$ cat config.mk
export PLATFORM = sky130hd
export DESIGN_NAME = ps2_key_filter
export DESIGN_NICKNAME = d
export VERILOG_FILES = /design/src/rtl/ps2_key_filter.sv
export SDC_FILE = /design/constraint.sdc
export NUM_CORES = 1
export LEC_CHECK = 0
export ABC_CLOCK_PERIOD_IN_PS = 3300
export CAP_MARGIN = 20
export CORE_AREA = 2 2 39 41
export CTS_BUF_LIST = sky130_fd_sc_hd__clkbuf_16
export DETAILED_ROUTE_END_ITERATION = 16
export DIE_AREA = 0 0 41 43
export DONT_BUFFER_PORTS = 1
export HOLD_SLACK_MARGIN = 0.06
export PLACE_DENSITY_LB_ADDON = 0.3
export SETUP_SLACK_MARGIN = 0.15
export SLEW_MARGIN = 20
export SYNTH_ARGS = -nofsm -noshare
export SYNTH_HDL_FRONTEND = slang
export SYNTH_SLANG_ARGS = --single-unit
$ cat constraint.sdc
create_clock -name clock -period 3.3 [get_ports clock]
set_clock_uncertainty 0.15 [all_clocks]
set_input_delay 0.825 -clock clock [delete_from_list [all_inputs] [get_ports clock]]
set_output_delay 0.825 -clock clock [all_outputs]
set_load 0.01 [all_outputs]
$ cat src/rtl/ps2_key_filter.sv
// ps2_key_filter
//   Matches a stream of received PS/2 scancode bytes against NUM_KEYS
//   programmable codes. It tracks make/break, including the E0 extended and
//   F0 break prefixes. Each key has a sticky hit flag, which the consumer
//   clears, and a live held flag.
//
//   Optional feature macro: PS2_KEY_TIMEOUT_EN
//     defined   : a pending prefix (BRK/EXT/EXT_BRK) is dropped back to IDLE
//                 after TIMEOUT_CYCLES cycles without code_valid (lost byte).
//     undefined : prefix states wait indefinitely; TIMEOUT_CYCLES unused.
//
//   Ports
//     clock      in  1         system clock, posedge
//     reset      in  1         synchronous, active-high, clears everything
//     code_in    in  8         received scancode byte
//     code_valid in  1         one-cycle strobe qualifying code_in
//     clear      in  NUM_KEYS  bit i clears key_hit[i] (a same-cycle make wins)
//     key_hit    out NUM_KEYS  sticky, set on make of key i
//     key_held   out NUM_KEYS  high between make and break of key i
//     key_event  out 1         one-cycle pulse on any matched make/break
//     key_make   out 1         qualifies key_event: 1=make, 0=break
//     key_index  out IDX_W     lowest matching key index of the last event
//
//   Key i code is KEY_CODES[8*i+:8]; the default puts 1D at key 0, 1B at
//   key 1, 1C at key 2 and 23 at key 3.

module ps2_key_filter #(
  parameter int                    NUM_KEYS       = 4,
  parameter logic [NUM_KEYS*8-1:0] KEY_CODES      = 32'h231C1B1D,
  parameter logic [NUM_KEYS-1:0]   KEY_EXT        = '0,
  parameter logic [7:0]            BREAK_CODE     = 8'hF0,
  parameter logic [7:0]            EXT_CODE       = 8'hE0,
  parameter int                    TIMEOUT_CYCLES = 1_000_000,
  localparam int                   IDX_W          = (NUM_KEYS > 1) ? $clog2(NUM_KEYS) : 1
) (
  input  logic                clock,
  input  logic                reset,
  input  logic [7:0]          code_in,
  input  logic                code_valid,
  input  logic [NUM_KEYS-1:0] clear,
  output logic [NUM_KEYS-1:0] key_hit,
  output logic [NUM_KEYS-1:0] key_held,
  output logic                key_event,
  output logic                key_make,
  output logic [IDX_W-1:0]    key_index
);

  if (NUM_KEYS < 1 || NUM_KEYS > 16 || TIMEOUT_CYCLES < 1) begin : g_bad_param
    $error("ps2_key_filter: NUM_KEYS must be 1..16 and TIMEOUT_CYCLES >= 1");
  end

  typedef enum logic [1:0] {IDLE, BRK, EXT, EXT_BRK} state_t;

  state_t              state_q, state_d;
  logic [NUM_KEYS-1:0] hit_q, hit_d;
  logic [NUM_KEYS-1:0] held_q, held_d;
  logic                event_q, event_d;
  logic                make_q, make_d;
  logic [IDX_W-1:0]    idx_q, idx_d;

  logic                do_match;
  logic                is_brk;
  logic                is_ext;
  logic                timeout;
  logic [NUM_KEYS-1:0] match;
  logic [IDX_W-1:0]    low_idx;

`ifdef PS2_KEY_TIMEOUT_EN
  localparam int CNT_W = (TIMEOUT_CYCLES > 1) ? $clog2(TIMEOUT_CYCLES) : 1;

  logic [CNT_W-1:0] cnt_q, cnt_d;

  // Counts idle cycles spent in a prefix state; expires on the
  // TIMEOUT_CYCLES-th such cycle so the FSM is back in IDLE right after it.
  assign timeout = (state_q != IDLE) && !code_valid &&
                   (cnt_q == CNT_W'(TIMEOUT_CYCLES - 1));

  always_comb begin
    cnt_d = cnt_q + CNT_W'(1);
    if (code_valid || state_q == IDLE || timeout) begin
      cnt_d = '0;
    end
  end

  always_ff @(posedge clock) begin
    if (reset) begin
      cnt_q <= '0;
    end else begin
      cnt_q <= cnt_d;
    end
  end
`else
  assign timeout = 1'b0;
`endif

  // Prefix FSM: only a non-prefix byte triggers a match, tagged with the
  // break/extended context accumulated by the prefixes before it.
  always_comb begin
    state_d  = state_q;
    do_match = 1'b0;
    is_brk   = 1'b0;
    is_ext   = 1'b0;
    if (code_valid) begin
      case (state_q)
        IDLE: begin
          if (code_in == BREAK_CODE) begin
            state_d = BRK;
          end else if (code_in == EXT_CODE) begin
            state_d = EXT;
          end else begin
            do_match = 1'b1;
          end
        end
        BRK: begin
          if (code_in == BREAK_CODE) begin
            state_d = BRK;
          end else if (code_in == EXT_CODE) begin
            state_d = EXT_BRK;
          end else begin
            do_match = 1'b1;
            is_brk   = 1'b1;
            state_d  = IDLE;
          end
        end
        EXT: begin
          if (code_in == BREAK_CODE) begin
            state_d = EXT_BRK;
          end else if (code_in == EXT_CODE) begin
            state_d = EXT;
          end else begin
            do_match = 1'b1;
            is_ext   = 1'b1;
            state_d  = IDLE;
          end
        end
        EXT_BRK: begin
          if (code_in == BREAK_CODE || code_in == EXT_CODE) begin
            state_d = EXT_BRK;
          end else begin
            do_match = 1'b1;
            is_brk   = 1'b1;
            is_ext   = 1'b1;
            state_d  = IDLE;
          end
        end
        default: state_d = IDLE;
      endcase
    end else if (timeout) begin
      state_d = IDLE;
    end
  end

  // Scanning from the top down leaves the lowest matching index in low_idx.
  always_comb begin
    match   = '0;
    low_idx = '0;
    for (int i = NUM_KEYS - 1; i >= 0; i--) begin
      if (do_match && code_in == KEY_CODES[8*i +: 8] && KEY_EXT[i] == is_ext) begin
        match[i] = 1'b1;
        low_idx  = IDX_W'(i);
      end
    end
  end

  // Clear is applied before the make set, so a same-cycle make wins.
  always_comb begin
    hit_d   = hit_q & ~clear;
    held_d  = held_q;
    event_d = |match;
    make_d  = make_q;
    idx_d   = idx_q;
    if (is_brk) begin
      held_d = held_q & ~match;
    end else begin
      held_d = held_q | match;
      hit_d  = hit_d | match;
    end
    if (|match) begin
      make_d = ~is_brk;
      idx_d  = low_idx;
    end
  end

  always_ff @(posedge clock) begin
    if (reset) begin
      state_q <= IDLE;
      hit_q   <= '0;
      held_q  <= '0;
      event_q <= 1'b0;
      make_q  <= 1'b0;
      idx_q   <= '0;
    end else begin
      state_q <= state_d;
      hit_q   <= hit_d;
      held_q  <= held_d;
      event_q <= event_d;
      make_q  <= make_d;
      idx_q   <= idx_d;
    end
  end

  assign key_hit   = hit_q;
  assign key_held  = held_q;
  assign key_event = event_q;
  assign key_make  = make_q;
  assign key_index = idx_q;

endmodule

==> results by group <==
Outcome
  – Outcome: complete, no violations

STA
  – RSZ-0062 raised after global routing: no
  – Max-slew violations: 0
  – Fin crit period: 1857 ps
  – Tcrit/Tclk final: 56.28%
  – Smallest hold slack: 342.5 ps
  – Worst slew pin tran: 328.7 ps
  – Max Fclk: 538.4 MHz
  – Fin worst setup slack: 1443 ps
  – TNS Setup: 0 ps
  – Rel. slew slack: 78.09%
  – Setup violators final: 0
  – Hold Vio Cnt, Final: 0

Clock network
  – H-tree levels: 1
  – CTS tree: yes
  – Root Driver: clkbuf_16
  – Num Clock Sinks: 14
  – Post-CTS Setup Bufs: 0
  – CTS max path bufs: 2
  – TritonCTS buffer count: 3
  – Skew-Pair Late Insertion Delay: 230 ps
  – Hold Buf Count CTS: 0
  – Post-CTS sizing: 0
  – Clock transition at path regs: 40 ps

Global route
  – First-pass GRT wire length: 2194 um
  – GR Overflow Total: 0
  – Vias in the first global route: 535
  – Initial antenna violation count: 0
  – Largest net degree at the start of global routing: 15
  – Total Routing Usage GR: 18.25%

Critical path
  – Critical path launch point type: primary input
  – CP arrival: 1830 ps
  – Critical path's slowest cell: or4b_1
  – Crit Path Max Fanout: 5
  – CP delay by family, top: simple AND/OR/NAND/NOR gates
  – Crit path required time: 3270 ps
  – Max stage delay on crit path: 530 ps
  – CP cell instances: or4b_1 > o21ai_2 > or4_1 > a21oi_1
  – Critical Path Start: code_in[0]
  – Worst reg2reg path startpoint: state_q[1]
  – CP Class: in -> reg
  – Critical path buffers and inverters: 0
  – Crit end category: register

Synth
  – Mean Syn Cell Area: 8.998 sq um
  – Ys async rst share: 0%
  – Number of synthesized flops with an enable pin: 0
  – Sequential element share of the synthesized area: 42.67%
  – Main synth FF type: dfxtp_1
  – Synth Instances: 73
  – Synth cell types: 31
  – Synth Cell Area: 656.9 sq um
  – Syn. warnings: 0
  – Syn Nets: 88
  – Yosys reg bits: 14

Routing
  – DR vias: 551
  – Per-cell routed wire length: 14.54 um
  – 1st-iter DRT viols: 3
  – Vias per cell: 6.055
  – Pre-Repair DR Iteration Count: 4
  – Antenna violation net count after detailed routing: 0
  – Routed WL: 1323 um
  – Residual DRC: 0

Final layout
  – Fill cell count: 130
  – Fraction of layout instances using a drive strength above 1: 12.00%
  – Layout Cells excl Fill: 91
  – Finished Cell Area: 748.2 sq um
  – Synthesis-to-finish area growth: 13.90%
  – Most frequent cells in the layout: 14 x dfxtp_1, 11 x a21oi_1, 4 x nand2b_1, 4 x inv_1
  – Most common cell after layout, fill and taps aside: dfxtp_1
  – Fin nets: 92
  – Diode count: 0

Run
  – Max-cap check violation count: 0

Placement
  – Port bufs: 0
  – RD Place Congestion: 0.7113
  – DP Worst Slack: 1222 ps
  – Post-DP HPWL: 958 um
  – Dpl cells: 88
  – Placed standard-cell area: 673.1 sq um

Power
  – Static Leak: 0.2414 nW
  – PD cells: 545.6 nW/um^2
  – Peak supply drop: 0.2219 mV

Floorplanning
  – FP Rows: 14
  – Die Wd: 41 um
  – Core Box Area: 1384 sq um
  – # IOs: 27
  – Initial Utilization: 47.47%
  – Die Height: 43 um
  – Die area: 1763 sq um

Worst hold path
  – Hold crit path type: reg -> reg
## power by group
| part | switching (mW) | internal, mW | leakage [nW] | total, mW |
|---|---|---|---|---|
| logic | 0.00932 | 0.00838 | 0.0915 | 0.0177 |
| clock network | 0.0602 | 0.158 | 0.0370 | 0.218 |
| registers | 0.00166 | 0.171 | 0.113 | 0.173 |
## kinds of logic after synthesis
group,Yosys count,synth area share [%]
buffers and inverters,6,3.427
AO/OA/AOI/OAI,23,22.29
AND/OR/NAND/NOR,29,30.29
XOR/XNOR,1,1.334
flip-flops,14,42.67
## tightest hold or removal path, stage by stage (launching register included)
cell	delay, ps
dfxtp_1	330
nand2_1	60
a21oi_1	50
## cell type report
class                           count  area (sq um)  area share (%)
Clock buffer                        3         75.07           10.03
Tap cell                           16         20.02           2.676
Sequential cell                    14         280.3           37.46
Multi-Input combinational cell     53         354.1           47.32
Inverter                            5         18.77           2.508
## cell usage after synthesis, drive strengths merged, types with 2 or more instances
| master | n | share of area (%) |
|---|---|---|
| o21ai | 3 | 2.9 |
| o32a | 2 | 3.0 |
| a21oi | 11 | 8.4 |
| nor3b | 2 | 4.8 |
| nand3 | 2 | 1.5 |
| inv | 5 | 2.9 |
| nor2b | 3 | 2.9 |
| nand2b | 4 | 3.8 |
| or3 | 3 | 2.9 |
| nor3 | 3 | 2.3 |
| or4 | 2 | 2.3 |
| nor2 | 2 | 1.1 |
| dfxtp | 14 | 43 |
| o31ai | 3 | 3.4 |
## layer usage
metal	vias to the layer above	GRT usage (%)	wire length, um
li1	279	-	-
met1	247	21.82	607
met2	23	26.25	592
met3	2	9.424	113
met4	0	8.000	9
met5	-	0	0
## worst paths after layout
path,to,slack (ps),cells after the start
setup / recovery,register,1440,4
hold reg to reg,register,340,2
setup reg to reg,register,1750,4
hold / removal,register,340,2
## through the flow
stage | util, % | power, mW
2_1_floorplan | - | 0.1918
3_3_place_gp | 48.64 | 0.1930
3_5_place_dp | 48.64 | 0.1932
4_1_cts | 54.07 | 0.4132
5_1_grt | 54.07 | 0.4264
6_report | 54.07 | 0.4082
Note: power is estimated with default switching activity, not from simulation.
